[config.mk]
export PLATFORM = sky130hd
export DESIGN_NAME = alu_wb
export DESIGN_NICKNAME = d
export VERILOG_FILES = /design/src/rtl/alu_pkg.sv /design/src/rtl/alu_wb_fifo.sv /design/src/rtl/alu_wb.sv
export SDC_FILE = /design/constraint.sdc
export NUM_CORES = 1
export LEC_CHECK = 0
export BUFFER_PORTS_ARGS = -buffer_cell sky130_fd_sc_hd__buf_2
export CORE_MARGIN = 2
export CORE_UTILIZATION = 50
export DETAILED_ROUTE_END_ITERATION = 7
export GPL_TIMING_DRIVEN = 0
export PLACE_DENSITY = 0.73
export SLEW_MARGIN = 20
export SYNTH_ARGS = -nofsm -noshare
export SYNTH_HDL_FRONTEND = slang
export SYNTH_SLANG_ARGS = --single-unit
[constraint.sdc]
create_clock -name clk -period 3.95 [get_ports clk]
set_clock_uncertainty 0.05 [all_clocks]
set_input_delay 0.395 -clock clk [delete_from_list [all_inputs] [get_ports clk]]
set_output_delay 0.395 -clock clk [all_outputs]
set_load 0.05 [all_outputs]
[src/rtl/alu_pkg.sv]
// Shared ALU op codes, status-flag bit positions and datapath width for the
// ALU and its writeback stage.
package alu_pkg;

  localparam int DATA_W  = 32;
  localparam int NUM_OPS = 5;

  localparam logic [2:0] OP_ADD = 3'b000;
  localparam logic [2:0] OP_SUB = 3'b001;
  localparam logic [2:0] OP_AND = 3'b010;
  localparam logic [2:0] OP_OR  = 3'b011;
  localparam logic [2:0] OP_NOT = 3'b100;

  localparam int FLG_Z = 2;
  localparam int FLG_C = 1;
  localparam int FLG_V = 0;

  function automatic logic is_legal(input logic [2:0] op);
    return op <= OP_NOT;
  endfunction

  // Only arithmetic ops produce meaningful carry/overflow.
  function automatic logic sets_cv(input logic [2:0] op);
    return (op == OP_ADD) || (op == OP_SUB);
  endfunction

endpackage

[src/rtl/alu_wb_fifo.sv]
// Generic DEPTH x W synchronous FIFO; head entry is read combinationally.
// Push when full and pop when empty are ignored.
module alu_wb_fifo #(
  parameter  int DEPTH = 2,
  parameter  int W     = 35,
  localparam int AW    = $clog2(DEPTH),
  localparam int CW    = AW + 1
) (
  input  logic          clk,
  input  logic          rst,
  input  logic          push,
  input  logic          pop,
  input  logic [W-1:0]  din,
  output logic [W-1:0]  dout,
  output logic          full,
  output logic          empty,
  output logic [CW-1:0] count
);

  logic [W-1:0]  mem [DEPTH];
  logic [AW-1:0] wr_ptr, rd_ptr;
  logic          do_push, do_pop;

  assign full    = (count == CW'(DEPTH));
  assign empty   = (count == '0);
  assign do_push = push && !full;
  assign do_pop  = pop && !empty;
  assign dout    = mem[rd_ptr];

  // DEPTH is a power of two, so pointers wrap by natural overflow.
  always_ff @(posedge clk) begin
    if (rst) begin
      wr_ptr <= '0;
      rd_ptr <= '0;
      count  <= '0;
    end else begin
      if (do_push) wr_ptr <= wr_ptr + 1'b1;
      if (do_pop)  rd_ptr <= rd_ptr + 1'b1;
      case ({do_push, do_pop})
        2'b10:   count <= count + 1'b1;
        2'b01:   count <= count - 1'b1;
        default: count <= count;
      endcase
    end
  end

  always_ff @(posedge clk) begin
    if (do_push) mem[wr_ptr] <= din;
  end

endmodule

[src/rtl/alu_wb.sv]
// ALU writeback/flag stage: buffers results for the register file and keeps
// Z/C/V status plus a sticky illegal-op flag. ALU_WB_PERF_CNT_EN adds op counters.
module alu_wb
  import alu_pkg::*;
#(
  parameter int DEPTH = 2,
  parameter int RD_W  = 3
) (
  input  logic              clk,
  input  logic              rst,
  input  logic              in_valid,
  output logic              in_ready,
  input  logic [DATA_W-1:0] res,
  input  logic              z,
  input  logic              c,
  input  logic              v,
  input  logic [2:0]        sel,
  input  logic [RD_W-1:0]   rd,
`ifdef ALU_WB_PERF_CNT_EN
  input  logic [2:0]        cnt_sel,
  output logic [15:0]       cnt_out,
`endif
  output logic              out_valid,
  input  logic              out_ready,
  output logic [DATA_W-1:0] out_res,
  output logic [RD_W-1:0]   out_rd,
  output logic [2:0]        flags,
  output logic              err
);

  localparam int CW = $clog2(DEPTH) + 1;
  localparam int EW = DATA_W + RD_W;

  logic              accept, legal, push, pop;
  logic              full, empty;
  logic [CW-1:0]     count;
  logic [EW-1:0]     head;
  logic [DATA_W-1:0] last_res;
  logic [RD_W-1:0]   last_rd;

  assign in_ready  = (count != CW'(DEPTH));
  assign accept    = in_valid && in_ready;
  assign legal     = is_legal(sel);
  assign push      = accept && legal && !full;
  assign out_valid = !empty && !rst;
  assign pop       = out_valid && out_ready;

  alu_wb_fifo #(.DEPTH(DEPTH), .W(EW)) u_fifo (
    .clk   (clk),
    .rst   (rst),
    .push  (push),
    .pop   (pop),
    .din   ({res, rd}),
    .dout  (head),
    .full  (full),
    .empty (empty),
    .count (count)
  );

  // When drained, the outputs keep showing the last entry handed over.
  assign out_res = empty ? last_res : head[EW-1:RD_W];
  assign out_rd  = empty ? last_rd  : head[RD_W-1:0];

  always_ff @(posedge clk) begin
    if (rst) begin
      last_res <= '0;
      last_rd  <= '0;
    end else if (pop) begin
      last_res <= head[EW-1:RD_W];
      last_rd  <= head[RD_W-1:0];
    end
  end

  always_ff @(posedge clk) begin
    if (rst) begin
      flags <= 3'b000;
      err   <= 1'b0;
    end else if (accept) begin
      if (!legal) begin
        err <= 1'b1;
      end else begin
        flags[FLG_Z] <= z;
        if (sets_cv(sel)) begin
          flags[FLG_C] <= c;
          flags[FLG_V] <= v;
        end
      end
    end
  end

`ifdef ALU_WB_PERF_CNT_EN
  logic [NUM_OPS-1:0][15:0] perf;

  always_ff @(posedge clk) begin
    if (rst) begin
      perf <= '0;
    end else if (push) begin
      for (int i = 0; i < NUM_OPS; i++) begin
        if (sel == 3'(i) && perf[i] != 16'hFFFF) perf[i] <= perf[i] + 1'b1;
      end
    end
  end

  always_comb begin
    cnt_out = '0;
    for (int i = 0; i < NUM_OPS; i++) begin
      if (cnt_sel == 3'(i)) cnt_out = perf[i];
    end
  end
`endif

endmodule

Word level (Yosys, flattened, before mapping)
Memories as Yosys holds them, arrays and structs flattened. A register that Yosys moved wholly into a read port is not among the register bits.
Cells that the tools add are included.
{"block": "classes", "addsub": 4, "order_cmp": 1, "n_eq_ne": 5, "n_mux": 7, "bitwise": 1, "n_reduce_logical": 17}
{"operator": "32-bit 2-to-1 mux", "count": 1}
{"operator": "1-bit logical AND", "count": 7}
{"operator": "2-bit equality test, second input constant", "count": 2}
{"operator": "1-bit 2-to-1 mux", "count": 4}
{"operator": "2-bit one-hot mux with 2 select lines", "count": 1}
{"operator": "2-bit AND reduction", "count": 2}
{"operator": "3-bit by 1-bit equality test with 1-bit output, second input constant", "count": 1}
{"operator": "3-bit <= comparator, second input constant", "count": 1}
{"operator": "1-bit logical NOT", "count": 3}
{"operator": "3-bit logical NOT", "count": 1}
{"operator": "3-bit 2-to-1 mux", "count": 1}
{"operator": "3-bit AND reduction", "count": 1}
{"operator": "1-bit adder, second input constant", "count": 2}
{"operator": "2-bit by 1-bit adder with 2-bit output, second input constant", "count": 1}
{"operator": "2-bit by 1-bit equality test with 1-bit output, second input constant", "count": 1}
{"operator": "2-bit logical NOT", "count": 1}
{"operator": "2-bit inequality test, second input constant", "count": 1}
{"operator": "2-bit nonzero test", "count": 1}
{"operator": "2-bit by 1-bit subtractor with 2-bit output, second input constant", "count": 1}
{"operator": "1-bit logical OR", "count": 1}
{"operator": "1-bit inverter", "count": 1}
{"block": "totals", "register_bits": 43, "mem_bits_rw": 70, "mem_count": 1}
{"name": "u_fifo.mem", "depth": 2, "width": 35, "read_ports": 1, "rd_clocked_by_memory_dff": 1, "wr": 1, "line_no": "alu_wb_fifo.sv:20", "rtl": "logic [W-1:0] mem [DEPTH];"}

Depth between registers and ports, before layout
Gate-level depths: netlist of the first run.
{"block": "logic_depth", "depth_word": 7, "mapped_depth": 10}

By module
Synthesis of the first run repeated with hierarchy kept, for this count alone.
{"block": "unflattened", "cells_unflattened": 348, "hier_area_um2": 4645.7}
{"module": "alu_wb_fifo", "instances": 1, "cells_per_inst": 135, "area_per_inst_um2": 2740.1, "seq_area_each_um2": 2202.1}
{"module": "alu_wb", "instances": 1, "cells_per_inst": 213, "area_per_inst_um2": 1905.6, "seq_area_each_um2": 780.7}

Worst setup path after synthesis of the first run
OpenSTA, ideal clock, no wires.
{"block": "synth_path", "path_kind": "reg-to-reg", "start": "reg u_fifo.count[0]", "end": "mem u_fifo.mem[0][0] (enable)", "t_arrival_ns": 2.594, "setup_slack_ns": 0.878, "path_stages_with_launch": 6, "path_cell_list": "dfxtp_1 > nand2b_1 > buf_2 > and3_4 > inv_1 > nor2_1"}
{"block": "synth_between", "elab_chain_cells": 7}
{"item": "start: declaration", "line_no": "alu_wb_fifo.sv:17", "rtl": "output logic [CW-1:0] count"}
{"item": "start signal: assignment", "line_no": "alu_wb_fifo.sv:40", "rtl": "2'b10: count <= count + 1'b1;"}
{"item": "start signal: assignment", "line_no": "alu_wb_fifo.sv:41", "rtl": "2'b01: count <= count - 1'b1;"}
{"item": "start signal: assignment", "line_no": "alu_wb_fifo.sv:42", "rtl": "default: count <= count;"}
{"item": "2-bit inequality test", "line_no": "alu_wb.sv:41", "rtl": "assign in_ready = (count != CW'(DEPTH));"}
{"item": "via in_ready", "line_no": "alu_wb.sv:12", "rtl": "output logic in_ready,"}
{"item": "1-bit logical AND", "line_no": "alu_wb.sv:42", "rtl": "assign accept = in_valid && in_ready;"}
{"item": "1-bit logical AND (2 in series)", "line_no": "alu_wb.sv:44", "rtl": "assign push = accept && legal && !full;"}
{"item": "1-bit logical AND", "line_no": "alu_wb_fifo.sv:26", "rtl": "assign do_push = push && !full;"}
{"item": "1-bit 2-to-1 mux", "line_no": "alu_wb_fifo.sv:48", "rtl": "if (do_push) mem[wr_ptr] <= din;"}
{"item": "1-bit 2-to-1 mux (not written as such)", "line_no": "alu_wb_fifo.sv:48"}
{"item": "end: declaration", "line_no": "alu_wb_fifo.sv:20"}
The timed path passes the listed nets, and every way through them passes these cells.

Worst setup path in the final report of the first run
{"block": "layout_path", "start": "reg u_fifo.count[0]", "end": "out out_res[28]"}
{"block": "layout_between", "elab_chain_cells": 2}
{"item": "2-bit logical NOT", "line_no": "alu_wb_fifo.sv:25", "rtl": "assign empty = (count == '0);"}
{"item": "32-bit 2-to-1 mux", "line_no": "alu_wb.sv:61", "rtl": "assign out_res = empty ? last_res : head[EW-1:RD_W];"}
{"item": "end: declaration", "line_no": "alu_wb.sv:25", "rtl": "output logic [DATA_W-1:0] out_res,"}
Every way passes these cells.

==> flow_summary.html, run 1 <==
<table>
<tr><th>Metric</th><th>Value</th></tr>
<tr><th colspan="2">Clock network</th></tr>
<tr><td>Resize count post-CTS</td><td>0</td></tr>
<tr><td>Longest Clk Path Bufs</td><td>2</td></tr>
<tr><td>Clock root buffer</td><td>sky130_fd_sc_hd__clkbuf_8</td></tr>
<tr><td>Clk pin slew, worst setup/hold paths</td><td>0.06 ns</td></tr>
<tr><td>Clock latency on the worst-skew pair</td><td>0.51 ns</td></tr>
<tr><td>Hold-fix buffers, CTS</td><td>0</td></tr>
<tr><td>Clk sinks</td><td>114</td></tr>
<tr><td>TritonCTS Buffers</td><td>17</td></tr>
<tr><td>Setup fix buffers added after clock tree synthesis</td><td>0</td></tr>
<tr><td>Clock tree from TritonCTS</td><td>yes</td></tr>
<tr><td>CTS HTree Levels</td><td>4</td></tr>
<tr><th colspan="2">Detailed routing</th></tr>
<tr><td>Total via count in the routed design</td><td>3197</td></tr>
<tr><td>Wirelength per Cell</td><td>17.0 um</td></tr>
<tr><td>Drt total wl</td><td>9890 um</td></tr>
<tr><td>Vias per std cell</td><td>5.48</td></tr>
<tr><td>Starting DRT DRC Count</td><td>181</td></tr>
<tr><td>Number of design rule violations left after detail routing</td><td>0</td></tr>
<tr><td>Pre-antenna DRT Iters</td><td>4</td></tr>
<tr><td>Number of nets with antenna violations after routing</td><td>0</td></tr>
<tr><th colspan="2">Critical path</th></tr>
<tr><td>Type of origin of the critical path</td><td>flip-flop</td></tr>
<tr><td>Largest fanout on the critical path</td><td>10</td></tr>
<tr><td>Crit path from</td><td>u_fifo.count[0]</td></tr>
<tr><td>Master of the slowest instance on the critical path</td><td>sky130_fd_sc_hd__clkbuf_1</td></tr>
<tr><td>Register-to-Register Setup Slack</td><td>1.79 ns</td></tr>
<tr><td>Crit path max-delay family</td><td>buffers and inverters</td></tr>
<tr><td>Arrival @ worst endpoint</td><td>2.18 ns</td></tr>
<tr><td>Cells traversed along the worst timing path</td><td>or2_1 &gt; buf_4 &gt; clkbuf_1 &gt; nor2_1 &gt; a21oi_1 &gt; buf_2</td></tr>
<tr><td>Kind of end point of the critical path</td><td>primary output</td></tr>
<tr><td>Path type of the worst setup path</td><td>reg2out</td></tr>
<tr><td>Crit-path max cell delay</td><td>0.43 ns</td></tr>
<tr><td>Launching point of the worst reg2reg path</td><td>u_fifo.count[0]</td></tr>
<tr><td>Worst Path Required</td><td>3.50 ns</td></tr>
<tr><td>Buffer and inverter count on the worst path</td><td>3</td></tr>
<tr><th colspan="2">Placement</th></tr>
<tr><td>Placed cells</td><td>551</td></tr>
<tr><td>Worst slack, placed</td><td>1.78 ns</td></tr>
<tr><td>Placer Congestion</td><td>0.761</td></tr>
<tr><td>Post-DP HPWL</td><td>6480 um</td></tr>
<tr><td>IO buf count</td><td>84</td></tr>
<tr><th colspan="2">Yosys</th></tr>
<tr><td>Yosys Warn Count</td><td>0</td></tr>
<tr><td>Sequential element share of the synthesized area</td><td>65.6%</td></tr>
<tr><td>Gate count after technology mapping</td><td>357</td></tr>
<tr><td>Synth unique cells</td><td>32</td></tr>
<tr><td>Synthesized netlist net count</td><td>403</td></tr>
<tr><td>Post-synthesis area per instance</td><td>12.7 um^2</td></tr>
<tr><td>Cell area after synthesis</td><td>4550 um^2</td></tr>
<tr><td>Number of synthesized register bits</td><td>114</td></tr>
<tr><th colspan="2">Power</th></tr>
<tr><td>Leakage</td><td>2.18 nW</td></tr>
<tr><td>Worst vdd rail ir drop</td><td>0.517 mV</td></tr>
<tr><td>Total power divided by cell area</td><td>709 nW/um^2</td></tr>
<tr><td>Overall power after layout</td><td>4.07 mW</td></tr>
<tr><th colspan="2">Die</th></tr>
<tr><td>Chip Width</td><td>99.4 um</td></tr>
<tr><td>Height of the die</td><td>99.4 um</td></tr>
<tr><td>Num ports</td><td>86</td></tr>
<tr><td>Die area</td><td>9880 um^2</td></tr>
<tr><td>Placeable core region</td><td>8760 um^2</td></tr>
<tr><td>Placement row count</td><td>34</td></tr>
<tr><td>Initial Util</td><td>51.9%</td></tr>
<tr><th colspan="2">Worst hold path</th></tr>
<tr><td>Hold path start</td><td>res[17]</td></tr>
<tr><td>Worst hold path class</td><td>in2reg</td></tr>
<tr><th colspan="2">Timing</th></tr>
<tr><td>Sum of negative setup slack</td><td>0 ns</td></tr>
<tr><td>Highest achievable clock rate</td><td>381 MHz</td></tr>
<tr><td>Period Utilization, post-route</td><td>66.5%</td></tr>
<tr><td>Setup repair after global routing missed its margin</td><td>false</td></tr>
<tr><td>Final count of pins violating max slew</td><td>0</td></tr>
<tr><td>Tightest Pin Transition</td><td>0.646 ns</td></tr>
<tr><td>Final number of hold-violating endpoints</td><td>0</td></tr>
<tr><td>Post-route setup slack</td><td>1.32 ns</td></tr>
<tr><td>Final setup violation count</td><td>0</td></tr>
<tr><td>Final critical delay including setup and external delays</td><td>2.63 ns</td></tr>
<tr><td>Relative slew margins</td><td>56.8%</td></tr>
<tr><th colspan="2">Final layout</th></tr>
<tr><td>Final core utilization</td><td>65.4%</td></tr>
<tr><td>Area added between synthesis and finish</td><td>26.1%</td></tr>
<tr><td>Fin cells</td><td>583</td></tr>
<tr><td>N_diodes</td><td>0</td></tr>
<tr><td>Final Net Count</td><td>508</td></tr>
<tr><td>Most frequent standard cell in the layout excluding fill and tap cells</td><td>sky130_fd_sc_hd__buf_2</td></tr>
<tr><td>Fraction of final layout cells with drive strength greater than 1</td><td>33.3%</td></tr>
<tr><td>Commonest cells after routing, fill and taps aside</td><td>sky130_fd_sc_hd__buf_2, sky130_fd_sc_hd__edfxtp_1, sky130_fd_sc_hd__dfxtp_1</td></tr>
<tr><th colspan="2">GRT</th></tr>
<tr><td>Via count of the first global-routing pass</td><td>3306</td></tr>
<tr><td>GRT Total Usage</td><td>21.2%</td></tr>
<tr><td>First-pass GRT wire length</td><td>16100 um</td></tr>
<tr><td>Largest net degree at the start of global routing</td><td>20</td></tr>
<tr><td>Initial antenna violation count</td><td>0</td></tr>
<tr><td>Total congestion overflow after global routing</td><td>0</td></tr>
<tr><th colspan="2">Run status</th></tr>
<tr><td>Outcome</td><td>complete, no violations</td></tr>
<tr><th colspan="2">Run</th></tr>
<tr><td>Number of violations of the max-capacitance limit</td><td>0</td></tr>
</table>
[flip-flops by register name, summed over array words and instances, names as in the netlist, named ones only]
name / count
err: 1
flags: 3
last_res: 32
u_fifo.wr_ptr: 1
last_rd: 3
u_fifo.count: 2
u_fifo.rd_ptr: 1
u_fifo.mem: 70
[synth_stat cells]
master | instances | area, um^2
sky130_fd_sc_hd__buf_4 | 1 | 7.51
sky130_fd_sc_hd__clkbuf_1 | 12 | 45.0
sky130_fd_sc_hd__o21ai_0 | 20 | 100
sky130_fd_sc_hd__buf_6 | 3 | 33.8
sky130_fd_sc_hd__a31o_2 | 3 | 26.3
sky130_fd_sc_hd__dfxtp_1 | 44 | 881
sky130_fd_sc_hd__nor2_1 | 41 | 154
sky130_fd_sc_hd__and3_4 | 1 | 11.3
sky130_fd_sc_hd__mux2i_1 | 35 | 350
sky130_fd_sc_hd__o211ai_1 | 36 | 270
sky130_fd_sc_hd__nor2_2 | 1 | 6.26
sky130_fd_sc_hd__nor2b_1 | 1 | 6.26
sky130_fd_sc_hd__xnor2_1 | 1 | 8.76
sky130_fd_sc_hd__or2_1 | 1 | 6.26
sky130_fd_sc_hd__nand2b_1 | 1 | 6.26
sky130_fd_sc_hd__inv_1 | 6 | 22.5
sky130_fd_sc_hd__clkbuf_2 | 1 | 5.00
sky130_fd_sc_hd__buf_2 | 11 | 55.1
sky130_fd_sc_hd__nand3_2 | 1 | 10.0
sky130_fd_sc_hd__mux2_2 | 1 | 11.3
sky130_fd_sc_hd__a311oi_1 | 3 | 26.3
sky130_fd_sc_hd__o21a_1 | 1 | 7.51
sky130_fd_sc_hd__o21ai_2 | 19 | 166
sky130_fd_sc_hd__a31oi_1 | 1 | 6.26
sky130_fd_sc_hd__clkinv_1 | 1 | 3.75
sky130_fd_sc_hd__ha_1 | 1 | 12.5
sky130_fd_sc_hd__xor2_1 | 1 | 8.76
sky130_fd_sc_hd__or3_1 | 1 | 6.26
sky130_fd_sc_hd__a21oi_1 | 36 | 180
sky130_fd_sc_hd__and3_1 | 1 | 6.26
sky130_fd_sc_hd__edfxtp_1 | 70 | 2100
sky130_fd_sc_hd__and2_1 | 1 | 6.26
[through the flow]
stage	instance area, um^2	hold slack (ns)
after floorplan	4550	0.415
after global placement	5100	0.394
after detailed placement	5170	0.432
after CTS	5740	0.000160
after global routing	5740	0.00976
final	5740	0.0228
[layer usage]
metal  global-route usage (%)  wire [um]  vias to the layer above
met3                     5.48        618                        7
met4                     9.06         71                        0
met5                        0          0                        -
li1                         -          -                     1556
met2                     33.8       4930                      109
met1                     27.7       4270                     1525
[worst paths after layout]
path,end,depth (start not counted)
worst max-delay path,out_res[28],6
worst min-delay path,u_fifo.mem[0][20],1
worst max register to register,u_fifo.count[1],9
worst min register to register,err,2
[layout make-up]
cell class                 count  area [um^2]
buffer                        28          146
tap                          108          135
inverter                       7         26.3
clock inverter                12          141
fill                         668         3030
sequential                   114         2980
multi-input combinational    208         1400
clock buffer                  20          425
timing repair buffer          86          475
[kinds of logic after synthesis]
kind of cell    after synthesis  share of synthesized area [%]
simple gates                 50                           4.81
xor+xnor                      2                          0.385
buf+inv                      35                           3.80
mux                          36                           7.95
compound gates              119                           17.2
fa+ha+maj                     1                          0.275
flops                       114                           65.6
[worst register-to-register path: stages (launching register included)]
cell	delay, ns
sky130_fd_sc_hd__dfxtp_1	0.36
sky130_fd_sc_hd__or2_1	0.23
sky130_fd_sc_hd__buf_4	0.16
sky130_fd_sc_hd__nand3_2	0.09
sky130_fd_sc_hd__buf_6	0.15
sky130_fd_sc_hd__buf_6	0.18
sky130_fd_sc_hd__inv_1	0.06
sky130_fd_sc_hd__ha_1	0.33
sky130_fd_sc_hd__or3_1	0.37
sky130_fd_sc_hd__a21oi_1	0.14
[power breakdown]
part / switching (mW) / leakage, nW / internal (mW)
Combinational: 0.927 / 0.909 / 0.288
Sequential: 0.0393 / 1.00 / 1.36
Clock: 0.500 / 0.272 / 0.950
Note: power is estimated with default switching activity, not from simulation.
==> run 2: changes to the inputs <==
--- a/config.mk
+++ b/config.mk
@@ -7,10 +7,10 @@
 export LEC_CHECK = 0
 export BUFFER_PORTS_ARGS = -buffer_cell sky130_fd_sc_hd__buf_2
 export CORE_MARGIN = 2
-export CORE_UTILIZATION = 50
+export CORE_UTILIZATION = 49
 export DETAILED_ROUTE_END_ITERATION = 7
 export GPL_TIMING_DRIVEN = 0
-export PLACE_DENSITY = 0.73
+export PLACE_DENSITY = 0.75
 export SLEW_MARGIN = 20
 export SYNTH_ARGS = -nofsm -noshare
 export SYNTH_HDL_FRONTEND = slang
==> constraint.sdc (replaced) <==
create_clock -name clk -period 2.2 [get_ports clk]
set_clock_uncertainty 0.05 [all_clocks]
set_input_delay 0.22 -clock clk [delete_from_list [all_inputs] [get_ports clk]]
set_output_delay 0.22 -clock clk [all_outputs]
set_load 0.05 [all_outputs]
==> run 2 against run 1 <==
Net effect:
- clock power grew 110%
- sequential power up 81%
- sequential share of layout area down 5.4 points
- critical path depth fell by 1
- die area up 2.0%
- cell count grew 6.9%
- global-route usage is 1.1 points higher
- sequential cell count unchanged
- combinational power increased by 110%
- via count is 5.3% higher
- hold slack worse by 0.0019 ns
- largest power group unchanged
- highest routed layer unchanged
==> flow_summary.html, run 2 (synthesis results as in run 1) <==
<table>
<tr><th>Metric</th><th>Value</th></tr>
<tr><th colspan="2">Final layout</th></tr>
<tr><td>Most frequent standard cell in the layout excluding fill and tap cells</td><td>sky130_fd_sc_hd__edfxtp_1 (was sky130_fd_sc_hd__buf_2)</td></tr>
<tr><td>Top register by number of flip-flops</td><td>u_fifo.mem (unchanged)</td></tr>
<tr><td>Commonest cells after routing, fill and taps aside</td><td>sky130_fd_sc_hd__edfxtp_1, sky130_fd_sc_hd__buf_2, sky130_fd_sc_hd__dfxtp_1 (was sky130_fd_sc_hd__buf_2, sky130_fd_sc_hd__edfxtp_1, sky130_fd_sc_hd__dfxtp_1)</td></tr>
<tr><td>Fin cells</td><td>623 (was 583)</td></tr>
<tr><td>Registers with the highest flip-flop counts</td><td>u_fifo.mem x70, last_res x32 (unchanged)</td></tr>
<tr><td>Final Net Count</td><td>545 (was 508)</td></tr>
<tr><td>Fraction of final layout cells with drive strength greater than 1</td><td>35.9% (was 33.3%)</td></tr>
<tr><td>N_diodes</td><td>0 (unchanged)</td></tr>
<tr><td>Final instance area</td><td>6400 um^2 (was 5740 um^2)</td></tr>
<tr><td>Filler cell count in the final layout</td><td>612 (was 668)</td></tr>
<tr><td>Footprint of the multi-input gates</td><td>1500 um^2 (was 1400 um^2)</td></tr>
<tr><td>Number of flip-flops under the largest register name</td><td>70 (unchanged)</td></tr>
<tr><td>Sequential cell area</td><td>2990 um^2 (was 2980 um^2)</td></tr>
<tr><td>Area added between synthesis and finish</td><td>40.6% (was 26.1%)</td></tr>
<tr><th colspan="2">Die</th></tr>
<tr><td>Initial Util</td><td>49.9% (was 51.9%)</td></tr>
<tr><td>Num ports</td><td>86 (unchanged)</td></tr>
<tr><td>Die area</td><td>10100 um^2 (was 9880 um^2)</td></tr>
<tr><td>Chip Width</td><td>100 um (was 99.4 um)</td></tr>
<tr><td>Placeable core region</td><td>9110 um^2 (was 8760 um^2)</td></tr>
<tr><td>Placement row count</td><td>35 (was 34)</td></tr>
<tr><td>Height of the die</td><td>100 um (was 99.4 um)</td></tr>
<tr><th colspan="2">Critical path</th></tr>
<tr><td>Largest fanout on the critical path</td><td>10 (unchanged)</td></tr>
<tr><td>Crit path max-delay family</td><td>buffers and inverters (unchanged)</td></tr>
<tr><td>Register-to-Register Setup Slack</td><td>0.13 ns (was 1.79 ns)</td></tr>
<tr><td>Worst Path Required</td><td>1.93 ns (was 3.50 ns)</td></tr>
<tr><td>Master of the slowest instance on the critical path</td><td>sky130_fd_sc_hd__dfxtp_2 (was sky130_fd_sc_hd__clkbuf_1)</td></tr>
<tr><td>Kind of end point of the critical path</td><td>primary output (unchanged)</td></tr>
<tr><td>Reg2Reg Depth</td><td>8 (was 9)</td></tr>
<tr><td>Buffer and inverter count on the worst path</td><td>3 (unchanged)</td></tr>
<tr><td>Type of origin of the critical path</td><td>flip-flop (unchanged)</td></tr>
<tr><td>Crit-path max cell delay</td><td>0.35 ns (was 0.43 ns)</td></tr>
<tr><td>Launching point of the worst reg2reg path</td><td>u_fifo.count[1] (was u_fifo.count[0])</td></tr>
<tr><td>Reg-to-reg endpoint</td><td>u_fifo.count[1] (unchanged)</td></tr>
<tr><td>Path type of the worst setup path</td><td>reg2out (unchanged)</td></tr>
<tr><td>Arrival @ worst endpoint</td><td>1.88 ns (was 2.18 ns)</td></tr>
<tr><td>Cells traversed along the worst timing path</td><td>or2_1 &gt; buf_4 &gt; clkbuf_4 &gt; a21oi_2 &gt; buf_4 (was or2_1 &gt; buf_4 &gt; clkbuf_1 &gt; nor2_1 &gt; a21oi_1 &gt; buf_2)</td></tr>
<tr><td>Most common cell on crit path</td><td>sky130_fd_sc_hd__buf_4</td></tr>
<tr><th colspan="2">Timing</th></tr>
<tr><td>Period Utilization, post-route</td><td>97.6%</td></tr>
<tr><td>Relative slew margins</td><td>57.7% (was 56.8%)</td></tr>
<tr><td>Tightest Pin Transition</td><td>0.634 ns (was 0.646 ns)</td></tr>
<tr><td>Final number of hold-violating endpoints</td><td>0 (unchanged)</td></tr>
<tr><td>Worst hold slack</td><td>0.0209 ns (was 0.0228 ns)</td></tr>
<tr><td>Highest achievable clock rate</td><td>466 MHz</td></tr>
<tr><td>Setup repair after global routing missed its margin</td><td>true (was false)</td></tr>
<tr><td>Final setup violation count</td><td>0 (unchanged)</td></tr>
<tr><td>Final count of pins violating max slew</td><td>0 (unchanged)</td></tr>
<tr><td>Final critical delay including setup and external delays</td><td>2.15 ns</td></tr>
<tr><th colspan="2">Clock network</th></tr>
<tr><td>Clk pin slew, worst setup/hold paths</td><td>0.05 ns (was 0.06 ns)</td></tr>
<tr><td>Clock tree from TritonCTS</td><td>yes (unchanged)</td></tr>
<tr><td>CTS HTree Levels</td><td>4 (unchanged)</td></tr>
<tr><td>Clock latency on the worst-skew pair</td><td>0.50 ns (was 0.51 ns)</td></tr>
<tr><td>Setup fix buffers added after clock tree synthesis</td><td>0 (unchanged)</td></tr>
<tr><td>Clock root buffer</td><td>sky130_fd_sc_hd__clkbuf_8 (unchanged)</td></tr>
<tr><td>TritonCTS Buffers</td><td>17 (unchanged)</td></tr>
<tr><td>Clk sinks</td><td>114 (unchanged)</td></tr>
<tr><td>Longest Clk Path Bufs</td><td>2 (unchanged)</td></tr>
<tr><th colspan="2">Detailed routing</th></tr>
<tr><td>Pre-antenna DRT Iters</td><td>5 (was 4)</td></tr>
<tr><td>Starting DRT DRC Count</td><td>165 (was 181)</td></tr>
<tr><td>Drt total wl</td><td>10600 um (was 9890 um)</td></tr>
<tr><td>Vias per std cell</td><td>5.40 (was 5.48)</td></tr>
<tr><td>Wirelength per Cell</td><td>17.0 um (about the same)</td></tr>
<tr><td>Number of design rule violations left after detail routing</td><td>0 (unchanged)</td></tr>
<tr><td>Number of nets with antenna violations after routing</td><td>0 (unchanged)</td></tr>
<tr><td>Total via count in the routed design</td><td>3366 (was 3197)</td></tr>
<tr><th colspan="2">Placement</th></tr>
<tr><td>Cell Area, Placed</td><td>5120 um^2 (was 5170 um^2)</td></tr>
<tr><td>Placer Congestion</td><td>0.726 (was 0.761)</td></tr>
<tr><td>IO buf count</td><td>84 (unchanged)</td></tr>
<tr><td>Placed cells</td><td>552 (was 551)</td></tr>
<tr><td>Post-DP HPWL</td><td>6270 um (was 6480 um)</td></tr>
<tr><th colspan="2">GRT</th></tr>
<tr><td>Initial antenna violation count</td><td>0 (unchanged)</td></tr>
<tr><td>Via count of the first global-routing pass</td><td>3569 (was 3306)</td></tr>
<tr><td>Total congestion overflow after global routing</td><td>0 (unchanged)</td></tr>
<tr><td>First-pass GRT wire length</td><td>17100 um (was 16100 um)</td></tr>
<tr><td>GRT Total Usage</td><td>22.3% (was 21.2%)</td></tr>
<tr><td>Largest net degree at the start of global routing</td><td>36 (was 20)</td></tr>
<tr><th colspan="2">Power</th></tr>
<tr><td>Total power divided by cell area</td><td>1270 nW/um^2 (was 709 nW/um^2)</td></tr>
<tr><td>Leakage</td><td>2.41 nW (was 2.18 nW)</td></tr>
<tr><td>Worst vdd rail ir drop</td><td>0.869 mV (was 0.517 mV)</td></tr>
<tr><th colspan="2">Run status</th></tr>
<tr><td>Outcome</td><td>complete, no violations (unchanged)</td></tr>
<tr><th colspan="2">Run</th></tr>
<tr><td>Number of violations of the max-capacitance limit</td><td>0 (unchanged)</td></tr>
<tr><th colspan="2">Worst hold path</th></tr>
<tr><td>Worst hold path endpoint</td><td>err (was u_fifo.mem[0][20])</td></tr>
<tr><td>Hold path start</td><td>in_valid (was res[17])</td></tr>
<tr><td>Hold Crit Depth</td><td>3 (was 1)</td></tr>
<tr><td>Worst hold path class</td><td>in2reg (unchanged)</td></tr>
</table>
[run 2: changes by cell type in the layout (fill, tap and decap cells not counted), sizes merged]
cell	delta
dlygate4sd3	+39
buf	-5
bufinv	+4
clkbuf	+2
clkinv	-2
clkinvlp	-2
nor2	+1
[run 2: final cells by class]
type                            count  area share [%]
Multi-Input combinational cell    209            23.5
Buffer                             27            2.76
Inverter                            7           0.411
Clock buffer                       20            6.65
Sequential cell                   114            46.7
Timing Repair Buffer              123            14.2
Tap cell                          111            2.17
Clock inverter                     12            3.68
[run 2: worst max-delay path by stage]
| stage | start | end | slack, ns | depth (start not counted) |
|---|---|---|---|---|
| 3_3_place_gp | u_fifo.count[0] | u_fifo.mem[0][23] | -0.08 | 5 |
| 6_report | u_fifo.count[1] | out_res[31] | 0.05 | 5 |
| 4_1_cts | u_fifo.count[1] | out_valid | -0.06 | 4 |
| 3_5_place_dp | u_fifo.count[0] | u_fifo.mem[0][27] | -0.15 | 5 |
| 5_1_grt | u_fifo.count[1] | out_res[10] | -0.04 | 5 |
| 2_1_floorplan | u_fifo.count[0] | u_fifo.mem[0][0] | 0.1 | 5 |
[run 2: metrics by stage]
stage / power (mW) / utilization [%] / TNS (ns) / worst slack [ns]
floorplan: 4.19 / - / 0 / 0.0994
global placement: 4.68 / 56.2 / -2.74 / -0.0801
detailed placement: 4.71 / 56.2 / -5.18 / -0.150
CTS: 8.02 / 69.3 / -0.0778 / -0.0622
global route: 8.40 / 70.2 / -0.560 / -0.0440
finish: 8.10 / 70.2 / 0 / 0.0532
[run 2: metal layers]
metal / up-vias / global-route usage (%) / wire [um]
met3: 12 / 6.62 / 575
met5: - / 0 / 0
met4: 0 / 7.90 / 126
li1: 1632 / - / -
met1: 1620 / 26.7 / 4400
met2: 102 / 38.3 / 5500
[run 2: tightest hold or removal path: stages]
cell                      delay [ns]
sky130_fd_sc_hd__buf_2          0.13
sky130_fd_sc_hd__a31oi_1        0.08
sky130_fd_sc_hd__nor2_1         0.09
[run 2: timing repair]
item | CTS | global route
endpoints found under the hold margin | 76 | 0
setup endpoints to repair | 71 | 72
hold buffers | 39 | 0
pin swaps | 1 | 0
cloned | 1 | 0
resized for setup | 52 | 39
[run 2: power breakdown]
| part | total (mW) | internal (mW) | leakage, nW | switching (mW) |
|---|---|---|---|---|
| logic | 2.51 | 0.771 | 1.09 | 1.74 |
| registers | 2.54 | 2.45 | 1.00 | 0.0848 |
| clock network | 3.06 | 2.17 | 0.318 | 0.889 |
| total | 8.10 | 5.39 | 2.41 | 2.71 |
==> run 3: changes to the inputs <==
--- a/config.mk
+++ b/config.mk
@@ -6,6 +6,7 @@
 export NUM_CORES = 1
 export LEC_CHECK = 0
 export BUFFER_PORTS_ARGS = -buffer_cell sky130_fd_sc_hd__buf_2
+export CORE_ASPECT_RATIO = 0.75
 export CORE_MARGIN = 2
 export CORE_UTILIZATION = 49
 export DETAILED_ROUTE_END_ITERATION = 7
==> run 3 against run 2 <==
Net effect:
- sequential share of layout area grew 2.1 points
- count of clock-buffer cells in the layout up 3
- cell count increased by 2.4%
- largest power group is now sequential cells
==> flow_summary.html, run 3 (synthesis results as in run 1) <==
<table>
<tr><th>Metric</th><th>Value</th></tr>
<tr><th colspan="2">Clock network</th></tr>
<tr><td>Clock latency on the worst-skew pair</td><td>0.40 ns (was 0.50 ns)</td></tr>
<tr><td>Clk sinks</td><td>114 (unchanged)</td></tr>
<tr><td>Clock tree from TritonCTS</td><td>yes (unchanged)</td></tr>
<tr><td>Clk pin slew, worst setup/hold paths</td><td>0.05 ns (about the same)</td></tr>
<tr><td>Longest Clk Path Bufs</td><td>2 (unchanged)</td></tr>
<tr><td>Clock root buffer</td><td>sky130_fd_sc_hd__clkbuf_16 (was sky130_fd_sc_hd__clkbuf_8)</td></tr>
<tr><td>CTS HTree Levels</td><td>4 (unchanged)</td></tr>
<tr><td>Setup fix buffers added after clock tree synthesis</td><td>0 (unchanged)</td></tr>
<tr><td>TritonCTS Buffers</td><td>17 (unchanged)</td></tr>
<tr><th colspan="2">Placement</th></tr>
<tr><td>Post-DP HPWL</td><td>6480 um (was 6270 um)</td></tr>
<tr><td>Worst slack, placed</td><td>-0.129 ns (was -0.150 ns)</td></tr>
<tr><td>Placer Congestion</td><td>0.799 (was 0.726)</td></tr>
<tr><td>IO buf count</td><td>84 (unchanged)</td></tr>
<tr><th colspan="2">Final layout</th></tr>
<tr><td>Final core utilization</td><td>67.6% (was 70.2%)</td></tr>
<tr><td>Filler cell count in the final layout</td><td>645 (was 612)</td></tr>
<tr><td>Registers with the highest flip-flop counts</td><td>u_fifo.mem x70, last_res x32 (unchanged)</td></tr>
<tr><td>Commonest cells after routing, fill and taps aside</td><td>sky130_fd_sc_hd__buf_2, sky130_fd_sc_hd__edfxtp_1, sky130_fd_sc_hd__dfxtp_1 (was sky130_fd_sc_hd__edfxtp_1, sky130_fd_sc_hd__buf_2, sky130_fd_sc_hd__dfxtp_1)</td></tr>
<tr><td>Number of flip-flops under the largest register name</td><td>70 (unchanged)</td></tr>
<tr><td>Area added between synthesis and finish</td><td>34.5% (was 40.6%)</td></tr>
<tr><td>Final Net Count</td><td>544 (was 545)</td></tr>
<tr><td>Fraction of final layout cells with drive strength greater than 1</td><td>31.8% (was 35.9%)</td></tr>
<tr><td>N_diodes</td><td>0 (unchanged)</td></tr>
<tr><td>Top register by number of flip-flops</td><td>u_fifo.mem (unchanged)</td></tr>
<tr><td>Most frequent standard cell in the layout excluding fill and tap cells</td><td>sky130_fd_sc_hd__buf_2 (was sky130_fd_sc_hd__edfxtp_1)</td></tr>
<tr><th colspan="2">Timing</th></tr>
<tr><td>Post-route setup slack</td><td>0.00628 ns (was 0.0532 ns)</td></tr>
<tr><td>Period Utilization, post-route</td><td>99.7% (was 97.6%)</td></tr>
<tr><td>Final critical delay including setup and external delays</td><td>2.19 ns (was 2.15 ns)</td></tr>
<tr><td>Worst hold slack</td><td>0.0738 ns (was 0.0209 ns)</td></tr>
<tr><td>Highest achievable clock rate</td><td>456 MHz (was 466 MHz)</td></tr>
<tr><td>Tightest Pin Transition</td><td>0.663 ns (was 0.634 ns)</td></tr>
<tr><td>Relative slew margins</td><td>55.7% (was 57.7%)</td></tr>
<tr><td>Final number of hold-violating endpoints</td><td>0 (unchanged)</td></tr>
<tr><td>Final setup violation count</td><td>0 (unchanged)</td></tr>
<tr><td>Final count of pins violating max slew</td><td>0 (unchanged)</td></tr>
<tr><td>Setup repair after global routing missed its margin</td><td>true (unchanged)</td></tr>
<tr><th colspan="2">Critical path</th></tr>
<tr><td>Critical path depth</td><td>4 (was 5)</td></tr>
<tr><td>Reg2Reg Depth</td><td>8 (unchanged)</td></tr>
<tr><td>Buffer and inverter count on the worst path</td><td>2 (was 3)</td></tr>
<tr><td>Crit-path max cell delay</td><td>0.42 ns (was 0.35 ns)</td></tr>
<tr><td>Worst Path Required</td><td>1.93 ns (about the same)</td></tr>
<tr><td>Cells traversed along the worst timing path</td><td>nor2_2 &gt; clkbuf_1 &gt; nor2_1 &gt; buf_2 (was or2_1 &gt; buf_4 &gt; clkbuf_4 &gt; a21oi_2 &gt; buf_4)</td></tr>
<tr><td>Largest fanout on the critical path</td><td>10 (unchanged)</td></tr>
<tr><td>Type of origin of the critical path</td><td>flip-flop (unchanged)</td></tr>
<tr><td>Kind of end point of the critical path</td><td>primary output (unchanged)</td></tr>
<tr><td>Crit path max-delay family</td><td>buffers and inverters (unchanged)</td></tr>
<tr><td>Path type of the worst setup path</td><td>reg2out (unchanged)</td></tr>
<tr><td>Arrival @ worst endpoint</td><td>1.92 ns (was 1.88 ns)</td></tr>
<tr><td>Master of the slowest instance on the critical path</td><td>sky130_fd_sc_hd__clkbuf_1 (was sky130_fd_sc_hd__dfxtp_2)</td></tr>
<tr><th colspan="2">Detailed routing</th></tr>
<tr><td>Vias per std cell</td><td>5.30 (was 5.40)</td></tr>
<tr><td>Drt total wl</td><td>10500 um (was 10600 um)</td></tr>
<tr><td>Pre-antenna DRT Iters</td><td>5 (unchanged)</td></tr>
<tr><td>Starting DRT DRC Count</td><td>223 (was 165)</td></tr>
<tr><td>Number of nets with antenna violations after routing</td><td>0 (unchanged)</td></tr>
<tr><td>Number of design rule violations left after detail routing</td><td>0 (unchanged)</td></tr>
<tr><td>Wirelength per Cell</td><td>16.4 um (was 17.0 um)</td></tr>
<tr><td>Total via count in the routed design</td><td>3382 (was 3366)</td></tr>
<tr><th colspan="2">Power</th></tr>
<tr><td>Design internal power</td><td>4.56 mW (was 5.39 mW)</td></tr>
<tr><td>Overall power after layout</td><td>7.19 mW (was 8.10 mW)</td></tr>
<tr><td>Relative contribution of the clock network to total power</td><td>32.3% (was 37.7%)</td></tr>
<tr><td>Worst vdd rail ir drop</td><td>0.771 mV (was 0.869 mV)</td></tr>
<tr><td>Fraction of power spent switching nets</td><td>36.7% (was 33.5%)</td></tr>
<tr><td>Switching power of the nets</td><td>2.64 mW (was 2.71 mW)</td></tr>
<tr><td>Combinational share of power</td><td>32.6% (was 31.0%)</td></tr>
<tr><td>Total power divided by cell area</td><td>1180 nW/um^2 (was 1270 nW/um^2)</td></tr>
<tr><td>Flop pwr share</td><td>35.1% (was 31.3%)</td></tr>
<tr><td>Leakage</td><td>2.32 nW (was 2.41 nW)</td></tr>
<tr><th colspan="2">Worst hold path</th></tr>
<tr><td>Worst hold path class</td><td>in2reg (unchanged)</td></tr>
<tr><td>Hold Crit Depth</td><td>2 (was 3)</td></tr>
<tr><th colspan="2">Die</th></tr>
<tr><td>Placeable core region</td><td>9050 um^2 (was 9110 um^2)</td></tr>
<tr><td>Placement row count</td><td>30 (was 35)</td></tr>
<tr><td>Die area</td><td>10100 um^2 (about the same)</td></tr>
<tr><td>Num ports</td><td>86 (unchanged)</td></tr>
<tr><td>Initial Util</td><td>50.3% (was 49.9%)</td></tr>
<tr><td>Chip Width</td><td>115 um (was 100 um)</td></tr>
<tr><td>Height of the die</td><td>87.4 um (was 100 um)</td></tr>
<tr><th colspan="2">GRT</th></tr>
<tr><td>First-pass GRT wire length</td><td>16300 um (was 17100 um)</td></tr>
<tr><td>Total congestion overflow after global routing</td><td>0 (unchanged)</td></tr>
<tr><td>Via count of the first global-routing pass</td><td>3277 (was 3569)</td></tr>
<tr><td>GRT Total Usage</td><td>22.1% (was 22.3%)</td></tr>
<tr><td>Initial antenna violation count</td><td>0 (unchanged)</td></tr>
<tr><td>Largest net degree at the start of global routing</td><td>36 (unchanged)</td></tr>
<tr><th colspan="2">Run</th></tr>
<tr><td>Number of violations of the max-capacitance limit</td><td>0 (unchanged)</td></tr>
<tr><th colspan="2">Run status</th></tr>
<tr><td>Outcome</td><td>complete, no violations (unchanged)</td></tr>
</table>
## run 3: changes by cell type in the layout (fill, tap and decap cells not counted), sizes merged
cell and change:
bufinv -7, clkbuf +12, dlygate4sd3 -1, clkinvlp -1
buf -9, clkinv +4
## run 3: metal layers
| layer | track usage [%] | vias up | wire length, um |
|---|---|---|---|
| met5 | 0 | - | 0 |
| met3 | 6.26 | 13 | 545 |
| met1 | 28.6 | 1629 | 4770 |
| met4 | 10.8 | 0 | 120 |
| met2 | 34.5 | 115 | 5040 |
| li1 | - | 1625 | - |
## run 3: power groups by stage
stage,combinational [mW],sequential (mW),clock [mW]
after floorplan,1.63,2.56,0
after global placement,2.13,2.55,0
after detailed placement,2.15,2.56,0
after CTS,2.27,2.52,2.37
after global routing,2.49,2.54,2.47
final,2.34,2.53,2.33
## run 3: path summary, 6_finish.rpt
check | start | to | slack, ns
worst max register to register | u_fifo.count[1] | u_fifo.count[1] | 0.14
worst max-delay path | u_fifo.count[1] | out_valid | 0.006
worst min-delay path | rst | err | 0.07
worst min register to register | err | err | 0.41
## run 3: final cells by class
class	count	area, um^2	share of cell area [%]
sequential	114	2980	48.7
multi-input combinational	209	1430	23.4
timing repair buffer	122	846	13.8
clock buffer	23	468	7.65
buffer	27	165	2.70
tap	128	160	2.62
clock inverter	8	37.5	0.613
inverter	7	26.3	0.429
## run 3: through the flow
step	area (um^2)	std cells	setup TNS [ns]
after floorplan	4560	357	0
after CTS	6070	639	-0.0263
after detailed placement	5140	569	-4.41
final	6120	638	0
after global routing	6120	638	-0.114
after global placement	5140	569	-2.13
## run 3: worst register-to-register path: stages, from the launching register on
cell and delay (ns):
sky130_fd_sc_hd__dfxtp_1 0.35, sky130_fd_sc_hd__or2_1 0.24, sky130_fd_sc_hd__buf_4 0.16, sky130_fd_sc_hd__nand3_2 0.09
sky130_fd_sc_hd__buf_6 0.21, sky130_fd_sc_hd__inv_1 0.07, sky130_fd_sc_hd__ha_1 0.33, sky130_fd_sc_hd__or3_1 0.36
sky130_fd_sc_hd__a21oi_1 0.14
## run 3: repair_timing
item | CTS | global route
gates cloned | 1 | 0
hold endpoints to repair | 73 | 0
hold buffers | 38 | 0
gates resized for setup | 15 | 31
endpoints found under the setup margin | 67 | 70
